===== config.mk =====
export PLATFORM = sky130hd
export DESIGN_NAME = keypad_entry_ctrl_flat
export DESIGN_NICKNAME = d
export VERILOG_FILES = /design/src/rtl/keypad_entry_ctrl_if.sv /design/src/rtl/keypad_entry_ctrl.sv /design/src/flat_wrapper.sv
export SDC_FILE = /design/constraint.sdc
export NUM_CORES = 1
export LEC_CHECK = 0
export CAP_MARGIN = 10
export CORE_MARGIN = 3
export CORE_UTILIZATION = 54
export DETAILED_ROUTE_END_ITERATION = 7
export GPL_ROUTABILITY_DRIVEN = 0
export PLACE_DENSITY = 0.8
export RECOVER_POWER = 25
export SLEW_MARGIN = 20
export SYNTH_ARGS = -nofsm -noshare
export SYNTH_HDL_FRONTEND = slang
export SYNTH_SLANG_ARGS = --single-unit
export TNS_END_PERCENT = 30

===== constraint.sdc =====
create_clock -name clk -period 3.42 [get_ports clk]
set_input_delay 0.342 -clock clk [delete_from_list [all_inputs] [get_ports clk]]
set_output_delay 0.342 -clock clk [all_outputs]
set_load 0.005 [all_outputs]

===== src/rtl/keypad_entry_ctrl_if.sv =====
// keypad_entry_ctrl_if: groups the keypad-entry key stream and the operand,
// strobe and display outputs of keypad_entry_ctrl.
//
// Key stream protocol: key_valid is a level held by the scanner for as long
// as a key is down. There is no ready/backpressure signal. The controller
// treats each rising edge of key_valid as exactly one press and samples
// key_code only in that cycle. A new press requires key_valid to drop first.
//
// master: the key source (scanner side). It drives key_valid and key_code.
// slave : keypad_entry_ctrl. It drives the operands, the strobe and the
//         display/debug outputs.
interface keypad_entry_ctrl_if #(
    parameter int MAX_DIGITS = 3,
    parameter int DATA_W     = 10
);
    logic                               key_valid;
    logic [3:0]                         key_code;
    logic [DATA_W-1:0]                  op_a;
    logic [DATA_W-1:0]                  op_b;
    logic                               add_start;
    logic [4*MAX_DIGITS-1:0]            entry_bcd;
    logic [$clog2(MAX_DIGITS+1)-1:0]    entry_count;
    logic [2:0]                         state;

    modport master (
        output key_valid,
        output key_code,
        input  op_a,
        input  op_b,
        input  add_start,
        input  entry_bcd,
        input  entry_count,
        input  state
    );

    modport slave (
        input  key_valid,
        input  key_code,
        output op_a,
        output op_b,
        output add_start,
        output entry_bcd,
        output entry_count,
        output state
    );
endinterface


===== src/rtl/keypad_entry_ctrl.sv =====
// keypad_entry_ctrl: turns the keypad scanner's decoded key stream into two
// binary operands for the adder.
//
// Entry runs in a fixed order: operand A, then operand B, then a one-cycle
// add_start strobe. Digits are collected into a BCD buffer of MAX_DIGITS
// digits. The buffer is converted to binary by a MAX_DIGITS-cycle
// multiply-by-ten loop, where each step computes acc*10 + digit.
//
// Optional feature macro: KEYPAD_BACKSPACE_EN. When it is defined, key 0xD
// deletes the most recent digit while an operand is being entered. When it is
// undefined, 0xD is just another ignored code.
//
// The FSM state is exported on bus.state:
// ENTRY_A=0, CONV_A=1, ENTRY_B=2, CONV_B=3, DONE=4.
module keypad_entry_ctrl #(
    parameter int MAX_DIGITS = 3,
    parameter int DATA_W     = 10
) (
    input logic                clk,
    input logic                rst,
    keypad_entry_ctrl_if.slave bus
);

    localparam int BW = 4 * MAX_DIGITS;
    localparam int CW = $clog2(MAX_DIGITS + 1);
    localparam int IW = (MAX_DIGITS > 1) ? $clog2(MAX_DIGITS) : 1;

    localparam logic [CW-1:0] CNT_MAX = CW'(MAX_DIGITS);
    localparam logic [IW-1:0] IDX_TOP = IW'(MAX_DIGITS - 1);

    localparam logic [3:0] KEY_NEXT  = 4'hA;
    localparam logic [3:0] KEY_CLEAR = 4'hC;
`ifdef KEYPAD_BACKSPACE_EN
    localparam logic [3:0] KEY_BACK  = 4'hD;
`endif

    typedef enum logic [2:0] {
        ENTRY_A = 3'd0,
        CONV_A  = 3'd1,
        ENTRY_B = 3'd2,
        CONV_B  = 3'd3,
        DONE    = 3'd4
    } state_t;

    state_t             state_q, state_d;
    logic               key_prev_q;
    logic [BW-1:0]      bcd_q, bcd_d;
    logic [CW-1:0]      cnt_q, cnt_d;
    logic [DATA_W-1:0]  acc_q, acc_d;
    logic [IW-1:0]      idx_q, idx_d;
    logic [DATA_W-1:0]  op_a_q, op_a_d;
    logic [DATA_W-1:0]  op_b_q, op_b_d;
    logic               start_q, start_d;

    // A press is the rising edge of the key_valid level. Holding a key
    // down therefore counts once.
    logic press;
    logic key_digit;
    logic key_next;
    logic key_clear;
`ifdef KEYPAD_BACKSPACE_EN
    logic key_back;
`endif

    assign press     = bus.key_valid & ~key_prev_q;
    assign key_digit = press & (bus.key_code <= 4'd9);
    assign key_next  = press & (bus.key_code == KEY_NEXT);
    assign key_clear = press & (bus.key_code == KEY_CLEAR);
`ifdef KEYPAD_BACKSPACE_EN
    assign key_back  = press & (bus.key_code == KEY_BACK);
`endif

    // Select the digit being folded in this conversion cycle.
    // The loop walks from the most significant digit down to digit 0.
    logic [3:0] sel_digit;
    always_comb begin
        sel_digit = 4'd0;
        for (int i = 0; i < MAX_DIGITS; i++) begin
            if (idx_q == IW'(i)) begin
                sel_digit = bcd_q[i*4 +: 4];
            end
        end
    end

    // One conversion step: acc*10 + digit, with *10 built as (acc<<3)+(acc<<1).
    // The result wraps modulo 2^DATA_W when 10^MAX_DIGITS-1 does not fit.
    logic [DATA_W-1:0] acc_step;
    assign acc_step = (acc_q << 3) + (acc_q << 1) + DATA_W'(sel_digit);

    // Next-state and datapath decode. Clear has priority in every state,
    // so it also cancels an in-flight conversion and any pending strobe.
    always_comb begin
        state_d = state_q;
        bcd_d   = bcd_q;
        cnt_d   = cnt_q;
        acc_d   = acc_q;
        idx_d   = idx_q;
        op_a_d  = op_a_q;
        op_b_d  = op_b_q;
        start_d = 1'b0;

        if (key_clear) begin
            state_d = ENTRY_A;
            bcd_d   = '0;
            cnt_d   = '0;
            acc_d   = '0;
            idx_d   = '0;
            op_a_d  = '0;
            op_b_d  = '0;
        end else begin
            case (state_q)
                ENTRY_A, ENTRY_B: begin
                    if (key_digit) begin
                        // A digit beyond the buffer size is dropped.
                        if (cnt_q < CNT_MAX) begin
                            bcd_d = (bcd_q << 4) | BW'(bus.key_code);
                            cnt_d = cnt_q + CW'(1);
                        end
                    end else if (key_next) begin
                        // An empty buffer converts to operand 0.
                        state_d = (state_q == ENTRY_A) ? CONV_A : CONV_B;
                        idx_d   = IDX_TOP;
                        acc_d   = '0;
`ifdef KEYPAD_BACKSPACE_EN
                    end else if (key_back) begin
                        if (cnt_q != '0) begin
                            bcd_d = bcd_q >> 4;
                            cnt_d = cnt_q - CW'(1);
                        end
`endif
                    end
                end

                CONV_A, CONV_B: begin
                    // Key presses other than clear are swallowed during conversion.
                    acc_d = acc_step;
                    if (idx_q == '0) begin
                        if (state_q == CONV_A) begin
                            op_a_d  = acc_step;
                            state_d = ENTRY_B;
                        end else begin
                            op_b_d  = acc_step;
                            state_d = DONE;
                            start_d = 1'b1;
                        end
                        bcd_d = '0;
                        cnt_d = '0;
                        acc_d = '0;
                    end else begin
                        idx_d = idx_q - IW'(1);
                    end
                end

                DONE: begin
                    // A new digit starts the next calculation. The old operands
                    // stay visible until they are reconverted.
                    if (key_digit) begin
                        state_d = ENTRY_A;
                        bcd_d   = BW'(bus.key_code);
                        cnt_d   = CW'(1);
                    end
                end

                default: begin
                    state_d = ENTRY_A;
                end
            endcase
        end
    end

    // State and datapath registers with synchronous active-low reset.
    always_ff @(posedge clk) begin
        if (!rst) begin
            state_q    <= ENTRY_A;
            key_prev_q <= 1'b0;
            bcd_q      <= '0;
            cnt_q      <= '0;
            acc_q      <= '0;
            idx_q      <= '0;
            op_a_q     <= '0;
            op_b_q     <= '0;
            start_q    <= 1'b0;
        end else begin
            state_q    <= state_d;
            key_prev_q <= bus.key_valid;
            bcd_q      <= bcd_d;
            cnt_q      <= cnt_d;
            acc_q      <= acc_d;
            idx_q      <= idx_d;
            op_a_q     <= op_a_d;
            op_b_q     <= op_b_d;
            start_q    <= start_d;
        end
    end

    assign bus.op_a        = op_a_q;
    assign bus.op_b        = op_b_q;
    assign bus.add_start   = start_q;
    assign bus.entry_bcd   = bcd_q;
    assign bus.entry_count = cnt_q;
    assign bus.state       = state_q;

endmodule


===== src/flat_wrapper.sv =====
// flat-port wrapper written by rule: the top's interface ports become plain ports
module keypad_entry_ctrl_flat 
#(
    parameter int MAX_DIGITS = 3,
    parameter int DATA_W     = 10
)
  (clk, rst, bus_key_valid, bus_key_code, bus_op_a, bus_op_b, bus_add_start, bus_entry_bcd, bus_entry_count, bus_state);
  keypad_entry_ctrl_if #(.MAX_DIGITS(MAX_DIGITS), .DATA_W(DATA_W)) bus_i ();
  input logic clk;
  input logic rst;
  input wire logic [$bits(bus_i.key_valid)-1:0] bus_key_valid;
  input wire logic [$bits(bus_i.key_code)-1:0] bus_key_code;
  output wire logic [$bits(bus_i.op_a)-1:0] bus_op_a;
  output wire logic [$bits(bus_i.op_b)-1:0] bus_op_b;
  output wire logic [$bits(bus_i.add_start)-1:0] bus_add_start;
  output wire logic [$bits(bus_i.entry_bcd)-1:0] bus_entry_bcd;
  output wire logic [$bits(bus_i.entry_count)-1:0] bus_entry_count;
  output wire logic [$bits(bus_i.state)-1:0] bus_state;
  assign bus_i.key_valid = bus_key_valid;
  assign bus_i.key_code = bus_key_code;
  assign bus_op_a = bus_i.op_a;
  assign bus_op_b = bus_i.op_b;
  assign bus_add_start = bus_i.add_start;
  assign bus_entry_bcd = bus_i.entry_bcd;
  assign bus_entry_count = bus_i.entry_count;
  assign bus_state = bus_i.state;
  keypad_entry_ctrl #(.MAX_DIGITS(MAX_DIGITS), .DATA_W(DATA_W)) u_core (.clk(clk), .rst(rst), .bus(bus_i));
endmodule

==> Yosys cells after proc, flatten, opt, wreduce, memory -nomap -nowiden <==
Cells that the tools add are included.
Widths: inputs -> output; s select.
{ "totals": {"regBits": 50, "in_bits": 7, "elab_cells": 83} }
{ "op_classes": {"n_addsub": 4, "magnitude_cmp": 2, "eq_ne": 15, "mux": 29, "bitwise_logic": 10, "reduce_logical": 14} }
{ "ops": {"columns": ["operator", "count"], "rows": [
  ["$mux 12", 4],
  ["$pmux 12 s3", 1],
  ["$mux 9", 3],
  ["$pmux 9 s2", 1],
  ["$mux 2", 8],
  ["$mux 3", 5],
  ["$mux 4", 3],
  ["$or 12x4->12", 1],
  ["$add 10x10->10", 1],
  ["$add 10x4->10", 1],
  ["$ne 2x1->1 const B", 5],
  ["$pmux 3 s3", 1],
  ["$reduce_and 3->1", 3],
  ["$eq 4x4->1 const B", 2],
  ["$reduce_and 4->1", 2],
  ["$eq 3x2->1 const B", 2],
  ["$pmux 2 s3", 1],
  ["$reduce_or 2->1", 3],
  ["$not 1->1", 5],
  ["$reduce_and 5->1", 1],
  ["$and 1x1->1", 4],
  ["$le 4x4->1 const B", 1],
  ["$ne 2x2->1 const B", 2],
  ["$pmux 2 s2", 1],
  ["13 further kinds", 13]
]} }

==> Logic depth before layout (Yosys ltp) <==
{ "depth": {"depth_word": 7, "ltp_mapped": 15, "mapped_depth_nobuf": 14} }

==> Least setup slack after synthesis <==
OpenSTA, ideal clock, no wires.
{ "synth_timing": {"kind": "reg2reg", "from": "register u_core.idx_q[0]", "to": "register u_core.op_a_q[8] (netlist: u_core.bus.op_a[8])", "setup_time_ns": 0.125, "arrival_time_ns": 2.734, "required_ns": 3.295, "slack_ns": 0.561, "stages_incl_launch_ff": 15, "synth_period_minus_slack_ns": 2.859, "path_cell_list": "dfxtp_1 -> inv_1 -> ha_1 -> buf_4 -> nand2_1 -> nor2_1 -> a21oi_1 -> o21ai_0 -> fa_1 -> inv_1 -> fa_1 -> nor2b_1 -> o31ai_2 -> a211oi_2 -> o31ai_1"} }
{ "synth_between": {"elab_chain_cells": 5} }
{ "synth_lines": {"columns": ["element", "line_no", "text"], "rows": [
  ["from (decl)", "keypad_entry_ctrl.sv:50", "logic [IW-1:0] idx_q, idx_d;"],
  ["from (signal assigned)", "keypad_entry_ctrl.sv:189", "idx_q <= idx_d;"],
  ["$logic_not 2->1", "keypad_entry_ctrl.sv:79, keypad_entry_ctrl.sv:137", null],
  ["$mux 4 (3 in a row)", "keypad_entry_ctrl.sv:79", "if (idx_q == IW'(i)) begin"],
  ["$add 10x4->10", "keypad_entry_ctrl.sv:88", "assign acc_step = (acc_q << 3) + (acc_q << 1) + DATA_W'(sel_digit);"],
  ["to (signal assigned)", "keypad_entry_ctrl.sv:190", "op_a_q <= op_a_d;"],
  ["to (decl)", "keypad_entry_ctrl.sv:51", "logic [DATA_W-1:0] op_a_q, op_a_d;"]
]} }
Several ways; a longest one is shown, not always the timed one.
A chain may end at the register's enable or synchronous reset.

==> Worst setup path in the final report <==
Same ends and word-level chain as after synthesis.

==> results.sh <==
export IMPL_status="completed"
export IMPL_wire_per_inst_um=15.9
export IMPL_critPathMaxFanout=6
export IMPL_grt_max_degree=35
export IMPL_dp_cells=414
export IMPL_async_reset_ff_frac=0
export IMPL_clock_latency_ns=0.30
export IMPL_antenna_cells=0
export IMPL_routed_wl_mm=6.68
export IMPL_hold_buffers=0
export IMPL_ys_seq_area_frac=0.348
export IMPL_p_comb_frac=0.080
export IMPL_cellPowerDensity_nw_per_um2=328
export IMPL_antenna_left=0
export IMPL_maxCapViolCount=0
export IMPL_grt_antenna_before_repair=0
export IMPL_die_width_um=79.0
export IMPL_skew_ns=0.00880
export IMPL_cts_root_buf="clkbuf_8"
export IMPL_rows=25
export IMPL_ff_latch_area_um2=1000
export IMPL_path_clk_slew_ns=0.09
export IMPL_arrival_ns=3.24
export IMPL_ios=45
export IMPL_vias=2444
export IMPL_synth_seq_cells=50
export IMPL_synth_most_common_cell="nand2_1"
export IMPL_cp_required_ns=3.60
export IMPL_final_setup_viol_count=0
export IMPL_tns_ns=0
export IMPL_fill_cells=442
export IMPL_p_sw_mw=0.252
export IMPL_cts_buffer_depth=2
export IMPL_grt_pass1_wl_mm=11.3
export IMPL_cellLeakagePower_nw=1.31
export IMPL_dr_pass1_iters=5
export IMPL_yosys_area_top_type_share=0.348
export IMPL_grt_usage=0.227
export IMPL_slew_viol_final=0
export IMPL_worstSetupPathType="reg2reg"
export IMPL_start_util=0.583
export IMPL_cp_end_kind="flop"
export IMPL_synth_area_leaders="dfxtp_1 35%, ha_1 7.8%, nand2_1 6.9%"
export IMPL_fin_nets=381
export IMPL_syn_nets=347
export IMPL_min_path_type="reg2reg"
export IMPL_cts_sinks=50
export IMPL_syn_area_per_cell_um2=9.00
export IMPL_p_int_mw=0.862
export IMPL_initialDrtViolationCount=167
export IMPL_grt_setup_unrepaired="false"
export IMPL_syn_inst=320
export IMPL_fmax_mhz=327
export IMPL_vias_per_cell=5.81
export IMPL_ys_flop_type="dfxtp_1"
export IMPL_cts_post_setup_buffers_inserted=0
export IMPL_min_period_ns=3.06
export IMPL_place_hpwl_mm=4.74
export IMPL_critPathLaunchType="flop"
export IMPL_relSlewSlack=0.420
export IMPL_synth_distinct_cells=65
export IMPL_drive_gt1_frac=0.107
export IMPL_drc=0
export IMPL_synth_edf_count=0
export IMPL_ir_drop_mv=0.194
export IMPL_cts_resized=0
export IMPL_multi_input_area_um2=1700
export IMPL_syn2layout_area_growth_pct=18.0
export IMPL_cts_tree="done"
export IMPL_fp_coreArea_um2=4940
export IMPL_dieArea_um2=6250
export IMPL_numCtsBuffers=5
export IMPL_hold_viol_final=0
export IMPL_p_clk_frac=0.385
export IMPL_fin_cells=421
export IMPL_switching_share=0.226
export IMPL_htree_levels=2
export IMPL_p_seq_frac=0.535
export IMPL_synth_area_um2=2880
export IMPL_portBuffers=44
export IMPL_final_period_utilization=0.894
export IMPL_die_h_um=79.0
export IMPL_tightest_slew_ns=0.868
export IMPL_yosys_area_top_type="dfxtp_1"
export IMPL_netlist_top_cells_count="53 x nand2_1, 50 x dfxtp_1, 23 x nand3_1"
export IMPL_grt_pass1_vias=2333
export IMPL_rrSetupSlack_ns=0.36
export IMPL_grt_overflow_total=0
export IMPL_yosys_warnings=0
==> power by group through the flow <==
stage	Combinational (mW)	Sequential [mW]	Clock [mW]
floorplan	0.0638	0.608	0
global placement	0.0869	0.610	0
detailed placement	0.0881	0.610	0
CTS	0.0888	0.596	0.437
global route	0.0978	0.598	0.463
finish	0.0888	0.596	0.429
==> kinds of logic after synthesis <==
logic type | after synthesis | synth area share
flops | 50 | 0.348
mux | 13 | 0.0452
xor+xnor | 3 | 0.0139
fa+ha+maj | 20 | 0.0921
simple gates | 123 | 0.228
buf+inv | 30 | 0.0630
compound gates | 81 | 0.210
==> registers in the layout (all words and copies together), names as in the netlist <==
name                    cells
u_core.bus.entry_bcd       12
u_core.bus.entry_count      2
u_core.bus.op_a            10
u_core.key_prev_q           1
u_core.bus.op_b            10
u_core.acc_q                9
u_core.idx_q                2
u_core.bus.add_start        1
u_core.bus.state            3
==> worst max-delay path: stages (launching register included) <==
cell	delay, ns
dfxtp_1	0.37
inv_1	0.09
ha_1	0.27
nand2_1	0.10
nor2_1	0.04
a21oi_1	0.11
o21ai_0	0.11
fa_1	0.53
inv_1	0.07
fa_1	0.45
nor2b_1	0.26
o31ai_2	0.13
a211oi_2	0.28
o31ai_1	0.11
==> final timing paths <==
check                       endpoint          startpoint  cells after the start
setup / recovery  u_core.bus.op_a[8]     u_core.idx_q[0]                     13
hold / removal    u_core.bus.op_b[5]  u_core.bus.op_b[5]                      2
setup reg to reg  u_core.bus.op_a[8]     u_core.idx_q[0]                     13
hold reg to reg   u_core.bus.op_b[5]  u_core.bus.op_b[5]                      2
==> metrics by stage <==
stage / area (um2) / setup slack [ns] / total power [mW] / util / hold WS, ns
2_1_floorplan: 2880 / 0.561 / 0.672 / - / 0.453
3_3_place_gp: 3290 / 0.552 / 0.697 / 0.665 / 0.441
3_5_place_dp: 3290 / 0.464 / 0.698 / 0.665 / 0.446
4_1_cts: 3400 / 0.399 / 1.12 / 0.688 / 0.458
5_1_grt: 3400 / 0.160 / 1.16 / 0.688 / 0.476
6_report: 3400 / 0.362 / 1.11 / 0.688 / 0.454
==> layer usage <==
metal  wire length (um)  global-route usage  share of wire
met3                314              0.0397          0.047
met5                  0                   0              0
met4                112              0.0756          0.017
met1               3230               0.310           0.48
met2               3020               0.361           0.45
==> cell type report <==
class / count / share of cell area
inverters: 9 / 0.00994
repair buffers: 48 / 0.138
clock buffers: 6 / 0.0243
multi-input cells: 240 / 0.499
well taps: 67 / 0.0247
flip-flops and latches: 50 / 0.294
clock inverters: 1 / 0.00883
==> cells in the final DEF (no fill, tap or decap), drive strengths merged, types with 3 or more instances in the layout <==
cell	synthesis	layout
nand4	5	5
o21a	3	3
a211oi	7	7
buf	16	4
mux2i	13	13
nand3	24	24
dlygate4sd3	0	22
nand2b	4	4
o211ai	8	8
nor2	9	9
nor2b	5	5
clkbuf	5	6
nand2	53	53
clkdlybuf4s50	0	22
inv	9	9
o21ai	14	14
o31ai	3	3
a21oi	29	29
dfxtp	50	50
nor3	3	3
ha	18	18
and2	3	3
(Power assumes the default switching activity.)
